## config.mk

```make
export PLATFORM = sky130hd
export DESIGN_NAME = pixel_receiver
export DESIGN_NICKNAME = d
export VERILOG_FILES = /design/src/rtl/pixel_pkg.sv /design/src/rtl/pixel_receiver_din_sync.sv /design/src/rtl/pixel_receiver.sv
export SDC_FILE = /design/constraint.sdc
export NUM_CORES = 1
export LEC_CHECK = 0
export CAP_MARGIN = 20
export CORE_MARGIN = 10
export CORE_UTILIZATION = 30
export CTS_BUF_LIST = sky130_fd_sc_hd__clkbuf_16
export DETAILED_ROUTE_END_ITERATION = 16
export DONT_BUFFER_PORTS = 1
export SETUP_SLACK_MARGIN = 0.5
export SLEW_MARGIN = 5
export SYNTH_ARGS = -nofsm -noshare
export SYNTH_HDL_FRONTEND = slang
export SYNTH_HIERARCHICAL = 1
export SYNTH_SLANG_ARGS = --single-unit
```

## constraint.sdc

```tcl
create_clock -name clk -period 3.35 [get_ports clk]
set_input_delay 0.8375 -clock clk [delete_from_list [all_inputs] [get_ports clk]]
set_output_delay 0.8375 -clock clk [all_outputs]
set_load 0.05 [all_outputs]
```

## src/rtl/pixel_pkg.sv

```systemverilog
// Shared constants and receiver state encoding for the single-wire pixel link.
// Latency: none, constants and types only.
// Backpressure: not applicable.
// Contents: pixel width, nominal transmitter tick widths, receiver FSM states.
package pixel_pkg;

    // Bits per pixel: green, red, blue bytes, MSB first.
    localparam int CNT_COLOR = 24;

    // Nominal transmitter timing in clock ticks. A zero bit is high for
    // TCK_ZR_HI ticks, a one bit for TCK_ON_HI ticks, and each bit lasts
    // TCK_COLOR ticks in total.
    localparam int TCK_ZR_HI = 6;
    localparam int TCK_ON_HI = 11;
    localparam int TCK_COLOR = 18;

    typedef enum logic [1:0] {
        ST_SYNC = 2'd0,  // waiting for a reset gap before trusting the line
        ST_GAP  = 2'd1,  // line idle in a qualified reset gap
        ST_HI   = 2'd2,  // measuring a high pulse
        ST_LO   = 2'd3   // measuring the low time between pulses
    } rx_state_t;

endpackage

```

## src/rtl/pixel_receiver_din_sync.sv

```systemverilog
// Synchronizes the asynchronous serial line and flags its edges.
// Latency: ds, rise and fall appear 3 clk after a raw din change (2 sync + 1 edge).
// Backpressure: none, free-running.
// Ports: clk, reset (async, active high), din (raw line) -> ds (synchronized level),
//        rise/fall (one-cycle pulses on the first cycle ds shows the new level).
module din_sync (
    input  logic clk,
    input  logic reset,
    input  logic din,
    output logic ds,
    output logic rise,
    output logic fall
);

    logic s1_q, s1_d;
    logic s2_q, s2_d;
    logic ds_q, ds_d;
    logic rise_q, rise_d;
    logic fall_q, fall_d;

    // Edge flags are registered alongside ds so a pulse marks exactly the
    // first cycle in which ds carries the new level.
    always_comb begin
        s1_d   = din;
        s2_d   = s1_q;
        ds_d   = s2_q;
        rise_d = s2_q & ~ds_q;
        fall_d = ~s2_q & ds_q;
    end

    always_ff @(posedge clk or posedge reset) begin
        if (reset) begin
            s1_q   <= 1'b0;
            s2_q   <= 1'b0;
            ds_q   <= 1'b0;
            rise_q <= 1'b0;
            fall_q <= 1'b0;
        end else begin
            s1_q   <= s1_d;
            s2_q   <= s2_d;
            ds_q   <= ds_d;
            rise_q <= rise_d;
            fall_q <= fall_d;
        end
    end

    assign ds   = ds_q;
    assign rise = rise_q;
    assign fall = fall_q;

endmodule

```

## src/rtl/pixel_receiver.sv

```systemverilog
// Decodes the WS2812B-style single-wire stream into 24-bit G/R/B pixels and detects frame gaps.
// Latency: valid rises 4 clk after the raw din falling edge of a pixel's last bit.
// Backpressure: one-pixel output buffer held while valid && !ready; a pixel completing while full is dropped with an overflow pulse.
// Ports: clk, reset (async, active high), din (raw line); green/red/blue/first/valid out with ready in;
//        overflow and error one-cycle pulses; in_gap high while the line sits in a qualified reset gap.
module pixel_receiver
    import pixel_pkg::*;
#(
    parameter int CLK_HZ        = 16000000,
    parameter int TCK_MIN_HI    = TCK_ZR_HI / 2,
    parameter int TCK_THRESH    = (TCK_ZR_HI + TCK_ON_HI + 1) / 2,
    parameter int TCK_MAX_HI    = TCK_COLOR - 2,
    parameter int TCK_RESET_MIN = CLK_HZ / 20000   // 50 us of low line
) (
    input  logic       clk,
    input  logic       reset,
    input  logic       din,
    output logic [7:0] green,
    output logic [7:0] red,
    output logic [7:0] blue,
    output logic       first,
    output logic       valid,
    input  logic       ready,
    output logic       overflow,
    output logic       error,
    output logic       in_gap
);

    localparam int CW = $clog2(TCK_RESET_MIN + 1);
    localparam int BW = $clog2(CNT_COLOR);

    localparam logic [CW-1:0] MIN_HI_C    = CW'(TCK_MIN_HI);
    localparam logic [CW-1:0] THRESH_C    = CW'(TCK_THRESH);
    localparam logic [CW-1:0] MAX_HI_C    = CW'(TCK_MAX_HI);
    localparam logic [CW-1:0] RESET_MIN_C = CW'(TCK_RESET_MIN);
    localparam logic [BW-1:0] LAST_BIT_C  = BW'(CNT_COLOR - 1);

    logic ds, rise, fall;

    din_sync u_din_sync (
        .clk   (clk),
        .reset (reset),
        .din   (din),
        .ds    (ds),
        .rise  (rise),
        .fall  (fall)
    );

    rx_state_t state_q, state_d;
    logic [CW-1:0]        cnt_q, cnt_d;
    logic [BW-1:0]        bitcnt_q, bitcnt_d;
    // The final bit of a pixel goes straight to the output registers, so only
    // the first CNT_COLOR-1 bits are ever held here.
    logic [CNT_COLOR-2:0] sr_q, sr_d;
    logic                 first_pend_q, first_pend_d;
    logic                 valid_q, valid_d;
    logic                 first_q, first_d;
    logic [7:0]           green_q, green_d;
    logic [7:0]           red_q, red_d;
    logic [7:0]           blue_q, blue_d;
    logic                 error_q, error_d;
    logic                 overflow_q, overflow_d;

    logic [CW-1:0]        run;      // length of the current ds level including this cycle
    logic                 bit_val;
    logic                 done;
    logic [CNT_COLOR-1:0] word;

    always_comb begin
        // On an edge cnt_q still holds the length of the level that just ended,
        // which is exactly the pulse width the HI state needs to judge.
        run = cnt_q;
        if (rise || fall) begin
            run = CW'(1);
        end else if (cnt_q != RESET_MIN_C) begin
            run = cnt_q + CW'(1);
        end
        cnt_d = run;

        bit_val = (cnt_q >= THRESH_C);
        word    = {sr_q, bit_val};
        done    = 1'b0;

        state_d      = state_q;
        bitcnt_d     = bitcnt_q;
        sr_d         = sr_q;
        first_pend_d = first_pend_q;
        error_d      = 1'b0;
        overflow_d   = 1'b0;
        valid_d      = valid_q && !ready;
        first_d      = first_q;
        green_d      = green_q;
        red_d        = red_q;
        blue_d       = blue_q;

        case (state_q)
            ST_SYNC: begin
                if (!ds && run >= RESET_MIN_C) begin
                    state_d = ST_GAP;
                end
            end
            ST_GAP: begin
                first_pend_d = 1'b1;
                bitcnt_d     = '0;
                if (rise) begin
                    state_d = ST_HI;
                end
            end
            ST_HI: begin
                if (fall) begin
                    if (cnt_q < MIN_HI_C || cnt_q > MAX_HI_C) begin
                        error_d  = 1'b1;
                        bitcnt_d = '0;
                        state_d  = ST_SYNC;
                    end else begin
                        sr_d    = word[CNT_COLOR-2:0];
                        state_d = ST_LO;
                        if (bitcnt_q == LAST_BIT_C) begin
                            bitcnt_d = '0;
                            done     = 1'b1;
                        end else begin
                            bitcnt_d = bitcnt_q + BW'(1);
                        end
                    end
                end else if (run > MAX_HI_C) begin
                    // Line stuck high: give up now rather than wait for a fall.
                    error_d  = 1'b1;
                    bitcnt_d = '0;
                    state_d  = ST_SYNC;
                end
            end
            ST_LO: begin
                if (rise) begin
                    state_d = ST_HI;
                end else if (run >= RESET_MIN_C) begin
                    state_d = ST_GAP;
                    if (bitcnt_q != '0) begin
                        error_d = 1'b1;
                    end
                end
            end
            default: begin
                state_d = ST_SYNC;
            end
        endcase

        // The buffer counts as free when it is empty or being drained this
        // cycle, so a pixel landing on the accept cycle goes out back-to-back.
        if (done) begin
            first_pend_d = 1'b0;
            if (!valid_q || ready) begin
                green_d = word[23:16];
                red_d   = word[15:8];
                blue_d  = word[7:0];
                first_d = first_pend_q;
                valid_d = 1'b1;
            end else begin
                overflow_d = 1'b1;
            end
        end
    end

    always_ff @(posedge clk or posedge reset) begin
        if (reset) begin
            state_q      <= ST_SYNC;
            cnt_q        <= '0;
            bitcnt_q     <= '0;
            sr_q         <= '0;
            first_pend_q <= 1'b0;
            valid_q      <= 1'b0;
            first_q      <= 1'b0;
            green_q      <= '0;
            red_q        <= '0;
            blue_q       <= '0;
            error_q      <= 1'b0;
            overflow_q   <= 1'b0;
        end else begin
            state_q      <= state_d;
            cnt_q        <= cnt_d;
            bitcnt_q     <= bitcnt_d;
            sr_q         <= sr_d;
            first_pend_q <= first_pend_d;
            valid_q      <= valid_d;
            first_q      <= first_d;
            green_q      <= green_d;
            red_q        <= red_d;
            blue_q       <= blue_d;
            error_q      <= error_d;
            overflow_q   <= overflow_d;
        end
    end

    assign green    = green_q;
    assign red      = red_q;
    assign blue     = blue_q;
    assign first    = first_q;
    assign valid    = valid_q;
    assign overflow = overflow_q;
    assign error    = error_q;
    assign in_gap   = (state_q == ST_GAP);

endmodule
```

## After elaboration in Yosys (flattened, before gate mapping)

Index checks and enable logic that the tools add are counted.

- Flip-flop bits (word level): 74
- Latch bits: 0
- Memory bits (writable): 0
- Bits in read-only memories: 0
- Input bits: 4
- Logic and storage cells: 86
- Memories: 0

- Add/subtract/negate cells: 2
- Multipliers: 0
- Div/mod/pow operators: 0
- Magnitude comparators: 5
- Equality and inequality tests: 9
- Shift operators: 0
- Mux-type cells: 32
- Bitwise operators: 5
- Reduce and logical (&&, ||, !) cells: 16

Operators with widths:

| kind | number |
|---|---|
| > comparator 10 x 5 -> 1 bit (second input constant) | 2 |
| 2-to-1 mux 10 bit | 2 |
| 2-to-1 mux 5 bit | 4 |
| 2-to-1 mux 1 bit | 16 |
| 2-to-1 mux 2 bit | 7 |
| adder 10 x 1 -> 10 bit (second input constant) | 1 |
| >= comparator 10 bit (second input constant) | 1 |
| >= comparator 10 x 4 -> 1 bit (second input constant) | 1 |
| < comparator 10 x 2 -> 1 bit (second input constant) | 1 |
| != test 10 bit (second input constant) | 1 |
| case mux 5 bit (2 select lines) | 1 |
| case mux 2 bit (4 select lines) | 1 |
| != test 3 x 2 -> 1 bit (second input constant) | 2 |
| adder 5 x 1 -> 5 bit (second input constant) | 1 |
| == test 5 bit (second input constant) | 1 |
| nonzero test 5 bit | 1 |
| == test 2 bit (second input constant) | 2 |
| AND reduction 2 bit | 2 |
| AND reduction 4 bit | 1 |
| nonzero test 2 bit | 2 |
| logical NOT 1 bit | 3 |
| logical OR 1 bit | 3 |
| NOT 1 bit | 3 |
| AND reduction 3 bit | 1 |
| 7 further kinds | 9 |

## Logic depth before layout (Yosys ltp)

- Depth in word-level cells: 7
- Depth in mapped cells: 9
- Depth with buffers taken out: 8

## Cells and area by module

The synthesis kept the hierarchy.

By module, submodules not included:

| module | instances | cells an instance | area each (um^2) | seq. area each (um^2) |
|---|---|---|---|---|
| pixel_receiver | 1 | 252 | 3256.9 | 1726.7 |
| din_sync | 1 | 8 | 143.9 | 125.1 |

## Worst setup path after synthesis

Ideal clock, no wire load.

- Path type: register -> register
- Start: register cnt_q[1]
- End: register blue_q[0], in the netlist blue[0]
- Library setup time: 0.125 ns
- Data arrival time: 2.140 ns
- Data required time: 3.225 ns
- Path slack: 1.085 ns
- Stages on the path, launching flop included: 8
- Path buffers: 1
- Period minus slack after synthesis: 2.265 ns
- Cells stage by stage: dfrtp_1 -> ha_1 -> or4_1 -> o2111ai_4 -> nor2_8 -> nand3_4 -> buf_6 -> mux2_4

- Longest elaborated chain between the ends: 6
- Elaborated cells on any way between the ends: 8
- Those cells by class: 3 x order compare; 3 x mux; 2 x reduce/logical

RTL lines:

| what | RTL line | source |
|---|---|---|
| from (decl) | pixel_receiver.sv:50 | `logic [CW-1:0] cnt_q, cnt_d;` |
| from (signal assigned) | pixel_receiver.sv:179 | `cnt_q <= cnt_d;` |
| < comparator 10 x 2 -> 1 bit or > comparator 10 x 5 -> 1 bit (tied branches) | pixel_receiver.sv:111 | `if (cnt_q < MIN_HI_C \|\| cnt_q > MAX_HI_C) begin` |
| logical OR 1 bit | pixel_receiver.sv:111 |  |
| 2-to-1 mux 1 bit | pixel_receiver.sv:111 |  |
| 2-to-1 mux 1 bit | pixel_receiver.sv:110 | `if (fall) begin` |
| 2-to-1 mux 1 bit | pixel_receiver.sv:96 | `case (state_q)` |
| AND reduction 2 bit (no source line) | -- |  |
| to (signal assigned) | pixel_receiver.sv:187 | `blue_q <= blue_d;` |
| to (decl) | pixel_receiver.sv:60 | `logic [7:0] blue_q, blue_d;` |

Parallel ways exist; a longest one is shown, timed or not.
A chain may end at the register's enable or synchronous reset.

## Worst setup path in the final report

- Start: register cnt_q[0]
- End: register red_q[2], in the netlist red[2]

- Longest elaborated chain between the ends: 6
- Elaborated cells on any way between the ends: 7
- Those cells by class: 2 x order compare; 3 x mux; 2 x reduce/logical

RTL lines:

| what | RTL line | source |
|---|---|---|
| < comparator 10 x 2 -> 1 bit or > comparator 10 x 5 -> 1 bit (tied branches) | pixel_receiver.sv:111 |  |
| logical OR 1 bit (*) | pixel_receiver.sv:111 |  |
| 2-to-1 mux 1 bit (*) | pixel_receiver.sv:111 |  |
| 2-to-1 mux 1 bit (*) | pixel_receiver.sv:110 |  |
| 2-to-1 mux 1 bit (*) | pixel_receiver.sv:96 |  |
| AND reduction 2 bit (no source line) (*) | -- |  |
| to (signal assigned) | pixel_receiver.sv:186 | `red_q <= red_d;` |
| to (decl) | pixel_receiver.sv:59 | `logic [7:0] red_q, red_d;` |

Every way passes the cells marked *; elsewhere a longest branch is shown, timed or not.

==> flow_summary_export.csv <==
group,metric,value,unit
status,run_status,"finished, final reports clean",
power_and_ir_drop,irDropWorstVdd,0.000384,V
clocking,h-tree-depth,3,
die,coreArea,11000,um2
detailed_routing,wirelength,6.18,mm
timing,setup_viol_count_final,0,
worst_setup_path,critical_path.cell_chain,"inv_1 -> ha_1 -> or3b_4 -> nand2_2 -> o2111ai_4 -> nor2_8 -> nand3_4 -> mux2_4",
worst_setup_path,cp.arrival,2.83,ns
clocking,clk_latency,0.33,ns
synthesis,syn_avg_cell_area,13.1,um2
synthesis,yosysWarningCount,6,
min_path,hold_class,"primary input to async pin",
worst_setup_path,required,3.57,ns
placement,io_buffers,0,
synthesis,syn_nets,270,
global_routing,grt_pass1_vias,1950,
clocking,cts_inserted_buffers,9,
synthesis,netlist_area,3400,um2
die,start_util,0.310,
detailed_routing,drc,0,
global_routing,grt_pass1_wl,10.4,mm
power_and_ir_drop,seq_power_share,0.452,
die,num_io_pins,33,
die,dieHeight,126,um
worst_setup_path,critical_path.max_fanout,25,
timing,final_hold_viol_count,0,
timing,worst_slew_pin_slew,0.624,ns
global_routing,grt_max_degree,45,
worst_setup_path,crit_path_end_kind,"register",
synthesis,synthFlopType,"dfrtp_1",
power_and_ir_drop,power.share.clock,0.496,
power_and_ir_drop,power_density,534,nW/um2
clocking,clk_path_buf_depth,2,
detailed_routing,post_drt_wl_per_cell,15.1,um
placement,gp_congestion,0.830,
placement,placed_area,3530,um2
timing,period_needed,2.61,ns
clocking,clockRootBuffer,"clkbuf_16",
cells_and_area,antenna_cells,0,
power_and_ir_drop,p_sw,457,uW
flow_run,maxCapViolCount,0,
detailed_routing,drt_iter0_markers,191,
timing,rsz0062_at_grt,"no",
timing,finalClockSkew,0.00820,ns
timing,worst_hold_slack,0.284,ns
placement,hpwl,4.35,mm
timing,setup_tns,0,ns
die,die_area,16000,um2
cells_and_area,syn_to_final_growth,13.1,%
timing,finalCritPeriodShare,0.779,
power_and_ir_drop,p_comb_frac,0.052,
clocking,cts_resized,0,
global_routing,grt-ovfl-total,0,
global_routing,grtUsageTotal,0.0803,
synthesis,yosysSeqAreaShare,0.545,
worst_setup_path,crit_family,"simple AND/OR/NAND/NOR gates",
worst_setup_path,critPathSlowestCell,"mux2_4",
global_routing,antenna_found_initial,0,
clocking,cts_setup_buffers,0,
synthesis,synth_cell_types,56,
cells_and_area,postLayoutCellArea,3850,um2
synthesis,async_flop_share,1.00,
worst_setup_path,critPathLaunchType,"register",
timing,finalMaxSlewViolations,0,
synthesis,synthCells,260,
timing,fmax,383,MHz
worst_setup_path,slowest_delay,0.43,ns
clocking,clkTransAtPathRegs,0.06,ns
power_and_ir_drop,p_leak,0.00189,uW
die,rows,38,
cells_and_area,drive_above_1_share,0.291,
clocking,hold_buffers,0,
detailed_routing,ant_nets,0,
detailed_routing,vias,1944,
worst_setup_path,path_class,"register to register",
synthesis,ys_ff_latch,74,
die,die_w,126,um
detailed_routing,vias_per_cell,4.76,
timing,max_slew_margin,0.583,
synthesis,synth-edff-count,0,
clocking,clock-sinks,74,
power_and_ir_drop,swShare,0.222,
detailed_routing,dr.pass1.iters,4,
power_and_ir_drop,p_int,1600,uW
cells_and_area,nets,274,
worst_setup_path,path_buf_inv,1,
clocking,cts_tree,"done",
## cells by family (layout without fill, tap and decap cells)
| family | count (synthesis) | after routing | synth area share |
|---|---|---|---|
| AO/OA/AOI/OAI | 30 | 30 | 0.0673 |
| XOR/XNOR | 10 | 10 | 0.0258 |
| adder cells (fa/ha/maj) | 6 | 6 | 0.0221 |
| buffers and inverters | 21 | 29 | 0.0320 |
| flip-flops | 74 | 74 | 0.545 |
| multiplexers | 49 | 49 | 0.184 |
| AND/OR/NAND/NOR | 70 | 70 | 0.125 |
## final timing paths
path | slack [ns] | start | endpoint | cells past startpoint
hold / removal | 0.28 | reset | u_din_sync/s1_q | 1
max in group asynchronous | 2.44 | reset | sr_q[12] | 2
min in group clk | 0.35 | u_din_sync/s1_q | u_din_sync/ds_d | 0
setup / recovery | 0.74 | cnt_q[0] | red[2] | 8
hold reg to reg | 0.35 | u_din_sync/s1_q | u_din_sync/ds_d | 0
setup reg to reg | 0.74 | cnt_q[0] | red[2] | 8
## area by class of cell
type | instances | area [um2]
fill | 1055 | 7140
sequential | 74 | 1850
multi-input combinational | 165 | 1440
clock buffer | 9 | 225
tap | 140 | 175
clock inverter | 6 | 90.1
inverter | 11 | 41.3
timing repair buffer | 3 | 22.5
## worst register-to-register path, cell delays in order, from the launching register on
cell and delay (ns):
dfrtp_1 0.41, inv_1 0.14, ha_1 0.16, or3b_4 0.38, nand2_2 0.09, o2111ai_4 0.22
nor2_8 0.25, nand3_4 0.39, mux2_4 0.45
## power by group through the flow
stage                     Sequential [uW]  Combinational [uW]  Clock (uW)
after global routing                  931                 124        1080
final                                 929                 107        1020
after detailed placement              945                 109           0
after global placement                944                 106           0
after floorplan                       931                 105           0
after CTS                             929                 109        1040
## state kept, by name, indices dropped and copies added, names as in the netlist
signal / cells
bitcnt_q: 5
u_din_sync/fall: 1
cnt_q: 10
red: 8
green: 8
blue: 8
error: 1
overflow: 1
first_pend_q: 1
first: 1
sr_q: 23
state_q: 2
u_din_sync/ds_d: 1
u_din_sync/rise: 1
u_din_sync/s1_q: 1
u_din_sync/ds: 1
valid: 1
## per-layer routing
metal / track usage / wire [um] / up-vias / share of wire
li1: - / - / 929 / -
met1: 0.100 / 2880 / 973 / 0.47
met2: 0.118 / 2810 / 37 / 0.46
met3: 0.0404 / 429 / 5 / 0.069
met4: 0.0261 / 57 / 0 / 0.0092
met5: 0 / 0 / - / 0
## stage by stage
stage,util,setup slack [ns],power (uW),instances
2_1_floorplan,-,0.773,1040,260
3_3_place_gp,0.321,0.783,1050,393
3_5_place_dp,0.321,0.697,1050,393
4_1_cts,0.350,0.705,2080,408
5_1_grt,0.350,0.529,2130,408
6_report,0.350,0.741,2060,408
## layout by cell type, fill, tap and decap left out, drive strengths merged, types with 4 or more instances in the layout
cell type,netlist,final
xor2,5,5
clkbuf,3,9
nand3,4,4
dfrtp,74,74
xnor2,5,5
nor2,17,17
ha,6,6
inv,11,12
mux2,47,47
a21oi,5,5
o21ai,5,5
nand2,18,18
## Yosys cell counts (all sizes together), types with 2 or more instances
cell type | count | share of area
and4 | 2 | 0.0052
o21ai | 5 | 0.0074
a21oi | 5 | 0.0074
a21o | 2 | 0.0044
nand3b | 2 | 0.0044
xor2 | 5 | 0.013
or4 | 2 | 0.0055
nand2b | 2 | 0.0037
nor3 | 2 | 0.0029
nor4 | 2 | 0.0037
o31ai | 2 | 0.0044
dfrtp | 74 | 0.54
nand3 | 4 | 0.0096
buf | 7 | 0.017
mux2i | 2 | 0.0059
and2 | 3 | 0.0055
clkbuf | 3 | 0.0033
nand4 | 3 | 0.0055
nor2 | 17 | 0.024
xnor2 | 5 | 0.013
nor4b | 2 | 0.0096
or2 | 2 | 0.0037
nor2b | 2 | 0.0037
ha | 6 | 0.022
mux2 | 47 | 0.18
a31oi | 3 | 0.0055
nand2 | 18 | 0.021
inv | 11 | 0.012
Note: power is estimated with default switching activity, not from simulation.
